### src/rtl/gpio_in_capture.sv
// gpio_in_capture
//   Memory-mapped 8-bit input port on the dmem bus. Each pin is brought into
//   the clk domain with a two-flop synchroniser. It is then debounced by a
//   per-pin stable-cycle counter. Accepted level changes latch sticky rise or
//   fall flags. Enabled flags drive a registered level interrupt.
//
//   Register map (word-aligned base; dmem_addr[0] picks the byte lane):
//     BASE+0/1  R   {8'd0, level}
//     BASE+2/3  RW  {fall_flags, rise_flags}   write-1-to-clear
//     BASE+4/5  RW  {fall_en, rise_en}
//   Any other address reads 0, and writes to it are ignored.
//
// Ports:
//   clk, rst    single clock, synchronous active-high reset
//   gpio_in     asynchronous external pins
//   dmem_*      bus address, write strobe, byte/word select, write data
//   dmem_rdata  registered read data, valid the cycle after the address
//   irq         registered level interrupt
module gpio_in_capture #(
  parameter int          ADDR_WIDTH      = 16,
  parameter int unsigned BASE_ADDR       = 'h084,
  parameter int          DB_WIDTH        = 16,
  parameter int unsigned DEBOUNCE_CYCLES = 1000
) (
  input  logic                  clk,
  input  logic                  rst,
  input  logic [7:0]            gpio_in,
  input  logic [ADDR_WIDTH-1:0] dmem_addr,
  input  logic                  dmem_wen,
  input  logic                  dmem_byt,
  input  logic [15:0]           dmem_wdata,
  output logic [15:0]           dmem_rdata,
  output logic                  irq
);

  localparam logic [ADDR_WIDTH-1:0] BASE     = ADDR_WIDTH'(BASE_ADDR);
  localparam logic [ADDR_WIDTH-1:0] SPAN     = ADDR_WIDTH'(6);
  localparam logic [DB_WIDTH-1:0]   CNT_LAST = DB_WIDTH'(DEBOUNCE_CYCLES - 1);

  typedef enum logic [1:0] {
    REG_LEVEL = 2'd0,
    REG_FLAGS = 2'd1,
    REG_EN    = 2'd2,
    REG_NONE  = 2'd3
  } reg_sel_e;

  logic [7:0]          sync1_q, sync1_d;
  logic [7:0]          sync2_q, sync2_d;
  logic [7:0]          level_q, level_d;
  logic [DB_WIDTH-1:0] cnt_q [8];
  logic [DB_WIDTH-1:0] cnt_d [8];
  logic [7:0]          rise_flags_q, rise_flags_d;
  logic [7:0]          fall_flags_q, fall_flags_d;
  logic [7:0]          rise_en_q, rise_en_d;
  logic [7:0]          fall_en_q, fall_en_d;
  logic [15:0]         rdata_q, rdata_d;
  logic                irq_q, irq_d;

  logic [ADDR_WIDTH-1:0] offset;
  reg_sel_e              sel;
  logic                  lo_wr, hi_wr;
  logic [7:0]            set_rise, set_fall;
  logic [7:0]            clr_rise, clr_fall;

  // Address decode: subtracting the base lets one unsigned compare cover the
  // whole six-byte window, and the result also wraps addresses below BASE out.
  always_comb begin
    offset = dmem_addr - BASE;
    sel    = REG_NONE;
    if (offset < SPAN) begin
      unique case (offset[2:1])
        2'd0:    sel = REG_LEVEL;
        2'd1:    sel = REG_FLAGS;
        2'd2:    sel = REG_EN;
        default: sel = REG_NONE;
      endcase
    end
    // The low lane is written only by even addresses. The high lane is written
    // by odd addresses, or by a word write at the even address.
    lo_wr = dmem_wen && !dmem_addr[0];
    hi_wr = dmem_wen && (dmem_addr[0] || !dmem_byt);
  end

  // Synchroniser and per-pin debounce
  always_comb begin
    sync1_d  = gpio_in;
    sync2_d  = sync1_q;
    level_d  = level_q;
    set_rise = '0;
    set_fall = '0;
    for (int unsigned i = 0; i < 8; i++) begin
      cnt_d[i] = cnt_q[i];
      if (sync2_q[i] == level_q[i]) begin
        cnt_d[i] = '0;
      end else if (cnt_q[i] == CNT_LAST) begin
        level_d[i] = sync2_q[i];
        cnt_d[i]   = '0;
        if (sync2_q[i]) begin
          set_rise[i] = 1'b1;
        end else begin
          set_fall[i] = 1'b1;
        end
      end else begin
        cnt_d[i] = cnt_q[i] + DB_WIDTH'(1);
      end
    end
  end

  // Register updates, read mux and interrupt
  always_comb begin
    clr_rise  = '0;
    clr_fall  = '0;
    rise_en_d = rise_en_q;
    fall_en_d = fall_en_q;

    if (sel == REG_FLAGS) begin
      if (lo_wr) clr_rise = dmem_wdata[7:0];
      if (hi_wr) clr_fall = dmem_wdata[15:8];
    end
    if (sel == REG_EN) begin
      if (lo_wr) rise_en_d = dmem_wdata[7:0];
      if (hi_wr) fall_en_d = dmem_wdata[15:8];
    end

    // Set is OR-ed after the clear, so a new event wins over a same-cycle W1C.
    rise_flags_d = (rise_flags_q & ~clr_rise) | set_rise;
    fall_flags_d = (fall_flags_q & ~clr_fall) | set_fall;

    irq_d = |((rise_flags_d & rise_en_d) | (fall_flags_d & fall_en_d));

    unique case (sel)
      REG_LEVEL: rdata_d = {8'h00, level_q};
      REG_FLAGS: rdata_d = {fall_flags_q, rise_flags_q};
      REG_EN:    rdata_d = {fall_en_q, rise_en_q};
      default:   rdata_d = '0;
    endcase
  end

  always_ff @(posedge clk) begin
    if (rst) begin
      sync1_q      <= '0;
      sync2_q      <= '0;
      level_q      <= '0;
      cnt_q        <= '{default: '0};
      rise_flags_q <= '0;
      fall_flags_q <= '0;
      rise_en_q    <= '0;
      fall_en_q    <= '0;
      rdata_q      <= '0;
      irq_q        <= 1'b0;
    end else begin
      sync1_q      <= sync1_d;
      sync2_q      <= sync2_d;
      level_q      <= level_d;
      cnt_q        <= cnt_d;
      rise_flags_q <= rise_flags_d;
      fall_flags_q <= fall_flags_d;
      rise_en_q    <= rise_en_d;
      fall_en_q    <= fall_en_d;
      rdata_q      <= rdata_d;
      irq_q        <= irq_d;
    end
  end

  assign dmem_rdata = rdata_q;
  assign irq        = irq_q;

endmodule

### config.mk
export PLATFORM = sky130hd
export DESIGN_NAME = gpio_in_capture
export DESIGN_NICKNAME = d
export VERILOG_FILES = /design/src/rtl/gpio_in_capture.sv
export SDC_FILE = /design/constraint.sdc
export NUM_CORES = 1
export LEC_CHECK = 0
export BUFFER_PORTS_ARGS = -buffer_cell sky130_fd_sc_hd__buf_2
export CAP_MARGIN = 5
export CORE_MARGIN = 1
export CORE_UTILIZATION = 59
export CTS_CLUSTER_DIAMETER = 50
export DETAILED_ROUTE_END_ITERATION = 8
export HOLD_SLACK_MARGIN = 0.08
export PLACE_DENSITY = 0.78
export SETUP_SLACK_MARGIN = 0.2
export SLEW_MARGIN = 15
export SYNTH_ARGS = -nofsm -noshare
export SYNTH_HDL_FRONTEND = slang
export SYNTH_SLANG_ARGS = --single-unit
### constraint.sdc
create_clock -name clk -period 9.2 [get_ports clk]
set_clock_uncertainty 0.15 [all_clocks]
set_input_delay 1.38 -clock clk [delete_from_list [all_inputs] [get_ports clk]]
set_output_delay 1.38 -clock clk [all_outputs]
set_load 0.02 [all_outputs]
==> results.tsv <==
metric	value	unit
synth_edf_count	0	
start_util	61.4	%
critPathMaxFanout	31	
worstMarginPinSlew	1.00	ns
dp_hpwl	11900	µm
numPortBuffers	60	
postCtsHoldBufs	0	
antenna_left	0	
stdcell_count	1233	
setup-tns-final	0	ns
peakVddDrop	0.000191	V
finalPower	0.00180	W
coreArea	14100	µm²
leakage	3.48	nW
worstPathRequired	9.39	ns
max-cap-violations	0	
slowest_stage	o41ai_1	
setup_viol	0	
grt_pass1_wl	28700	µm
synth_area	8650	µm²
htreeDepth	1	
overflow	0	
first_iter_violations	416	
syn_inst	983	
ctsResizeCount	0	
yosys_warnings	0	
cts.sinks	201	
track_usage	23.5	%
ios	61	
clock_latency	0.50	ns
fmax	231	MHz
cp_num_buf_inv	2	
period_needed	4.33	ns
die_area	15100	µm²
ys_seq_area_share	46.5	%
syn_nets	1037	
chipWidth	123	µm
clockBufferDepth	3	
outcome	complete, no violations	
hold_viol	0	
rsz0062_at_grt	false	
rows	43	
finalCritPeriodShare	47.0	%
relSlewSlack	32.8	%
holdCritPathClass	reg -> reg	
post_cts.repair.setup_buffers	0	
dr_total_vias	6872	
grt_start_max_net_pins	75	
cpPeakStageDelay	0.55	ns
dieHeight	123	µm
path_clk_slew	0.06	ns
routabilityCongestion	0.847	
post_drt_wl_per_cell	14.2	µm
synth.distinct_cells	49	
synth_flop_cell	dfxtp_1	
synth.top_cell.area_share	46.5	%
first_pass_iters	5	
crit_family	compound AO/OA/AOI/OAI gates	
cts_made_buffers	22	
grt_pass1_vias	6261	
path_class	in -> reg	
fin_nets	1092	
syn2layout_area_growth	13.2	%
fillerInstances	1113	
cp-end-kind	flop	
slew_violations	0	
place_ws	4.45	ns
p_per_area	183	nW/µm²
vias_per_cell	5.57	
start_kind	input pin	
drive_gt1_share	12.1	%
yosysTopAreaCell	dfxtp_1	
drc	0	
cp_cell_sequence	buf_2 > clkinv_1 > ha_1 > nand2b_1 > nand4b_1 > a2111oi_4 > nand4_4 > o41ai_1 > a22oi_1 > nor4_1 > a41oi_1	
cts_tree	done	
root_buffer	clkbuf_16	
grt_antenna_before_repair	1	
hold_slack	0.286	ns
dpl.cell_count	1194	
avgSynthCellArea	8.80	µm²
drt-total-wl	17500	µm
synth_area_leaders	dfxtp_1, nor2_1, xor2_1	
synthArstFlopShare	0	%
timing.final.ws_setup	4.87	ns
ys_ff_latch	201	
arrival	4.51	ns
==> synthesized netlist by cell type (all sizes together), types with 4 or more instances <==
cell type	instances
a21oi	46
nor3	16
nand3	65
or4b	4
a2bb2oi	6
dfxtp	201
mux2i	16
xor2	71
clkbuf	23
a22oi	17
nand4b	5
ha	10
buf	7
nor2	184
inv	24
o21ba	4
nor4	12
or3	5
o21ai	22
o41ai	8
and4	9
nand2	59
nor2b	23
or2	12
o31a	7
nand4	24
and3	18
nand2b	23
and2	9
xnor2	36
==> per-layer routing <==
metal / vias to the layer above / wire length [µm] / part of all wire [%] / GRT usage [%]
met1: 3169 / 7870 / 45 / 30.5
met3: 48 / 859 / 4.9 / 4.06
met5: - / 0 / 0 / 0
li1: 3497 / - / - / -
met2: 158 / 8270 / 47 / 39.0
met4: 0 / 535 / 3.1 / 8.96
==> final timing paths <==
check | startpoint | end | slack [ns] | cells past startpoint
worst max register to register | cnt_q[34] | irq | 6.58 | 7
worst min-delay path | sync1_q[2] | sync2_q[2] | 0.29 | 1
worst min register to register | sync1_q[2] | sync2_q[2] | 0.29 | 1
worst max-delay path | dmem_addr[2] | irq | 4.87 | 11
==> sequential cells by signal (all words and copies together), names as in the netlist <==
register	count
sync1_q	8
rise_flags_q	8
irq	1
dmem_rdata	16
fall_flags_q	8
level_q	8
fall_en_q	8
cnt_q	128
rise_en_q	8
sync2_q	8
==> cells by family after synthesis <==
logic type	count (synthesis)	share of synthesized area (%)
adder cells (fa/ha/maj)	10	1.45
AND/OR/NAND/NOR	473	27.0
buffers and inverters	55	2.59
flip-flops	201	46.5
XOR/XNOR	107	10.8
multiplexers	17	1.98
AO/OA/AOI/OAI	120	9.65
==> report_power, final <==
| group | switching (W) | internal [W] | leakage, nW |
|---|---|---|---|
| logic | 0.0000310 | 0.0000158 | 1.49 |
| registers | 0.00000227 | 0.000875 | 1.62 |
| clock network | 0.000339 | 0.000532 | 0.361 |
==> cell usage in the layout, fill, tap and decap left out, types with 12 or more instances in the layout <==
cell / instances
a21oi_1: 45
a22oi_1: 17
and3_1: 18
buf_2: 60
clkbuf_16: 23
dfxtp_1: 201
inv_1: 24
mux2i_1: 16
nand2_1: 59
nand2b_1: 23
nand3_1: 65
nand4_1: 23
nor2_1: 184
nor2b_1: 23
nor3_1: 14
nor4_1: 12
o21ai_0: 22
or2_2: 12
xnor2_1: 36
xor2_1: 71
==> area by class of cell <==
| cell class | count | area, µm² | share of cell area, % |
|---|---|---|---|
| multi-input cells | 727 | 4400 | 45.0 |
| diodes | 1 | 2.50 | 0.0256 |
| clock buffers | 31 | 666 | 6.80 |
| inverters | 25 | 93.8 | 0.958 |
| flip-flops and latches | 201 | 4020 | 41.1 |
| repair buffers | 61 | 308 | 3.14 |
| clock inverters | 7 | 71.3 | 0.728 |
| well taps | 180 | 225 | 2.30 |
==> through the flow <==
stage	util (%)	cell area, µm²
finish	69.5	9790
global route	69.5	9790
CTS	69.4	9790
detailed placement	64.2	9050
global placement	64.2	9050
floorplan	-	8650
Note: power is estimated with default switching activity, not from simulation.
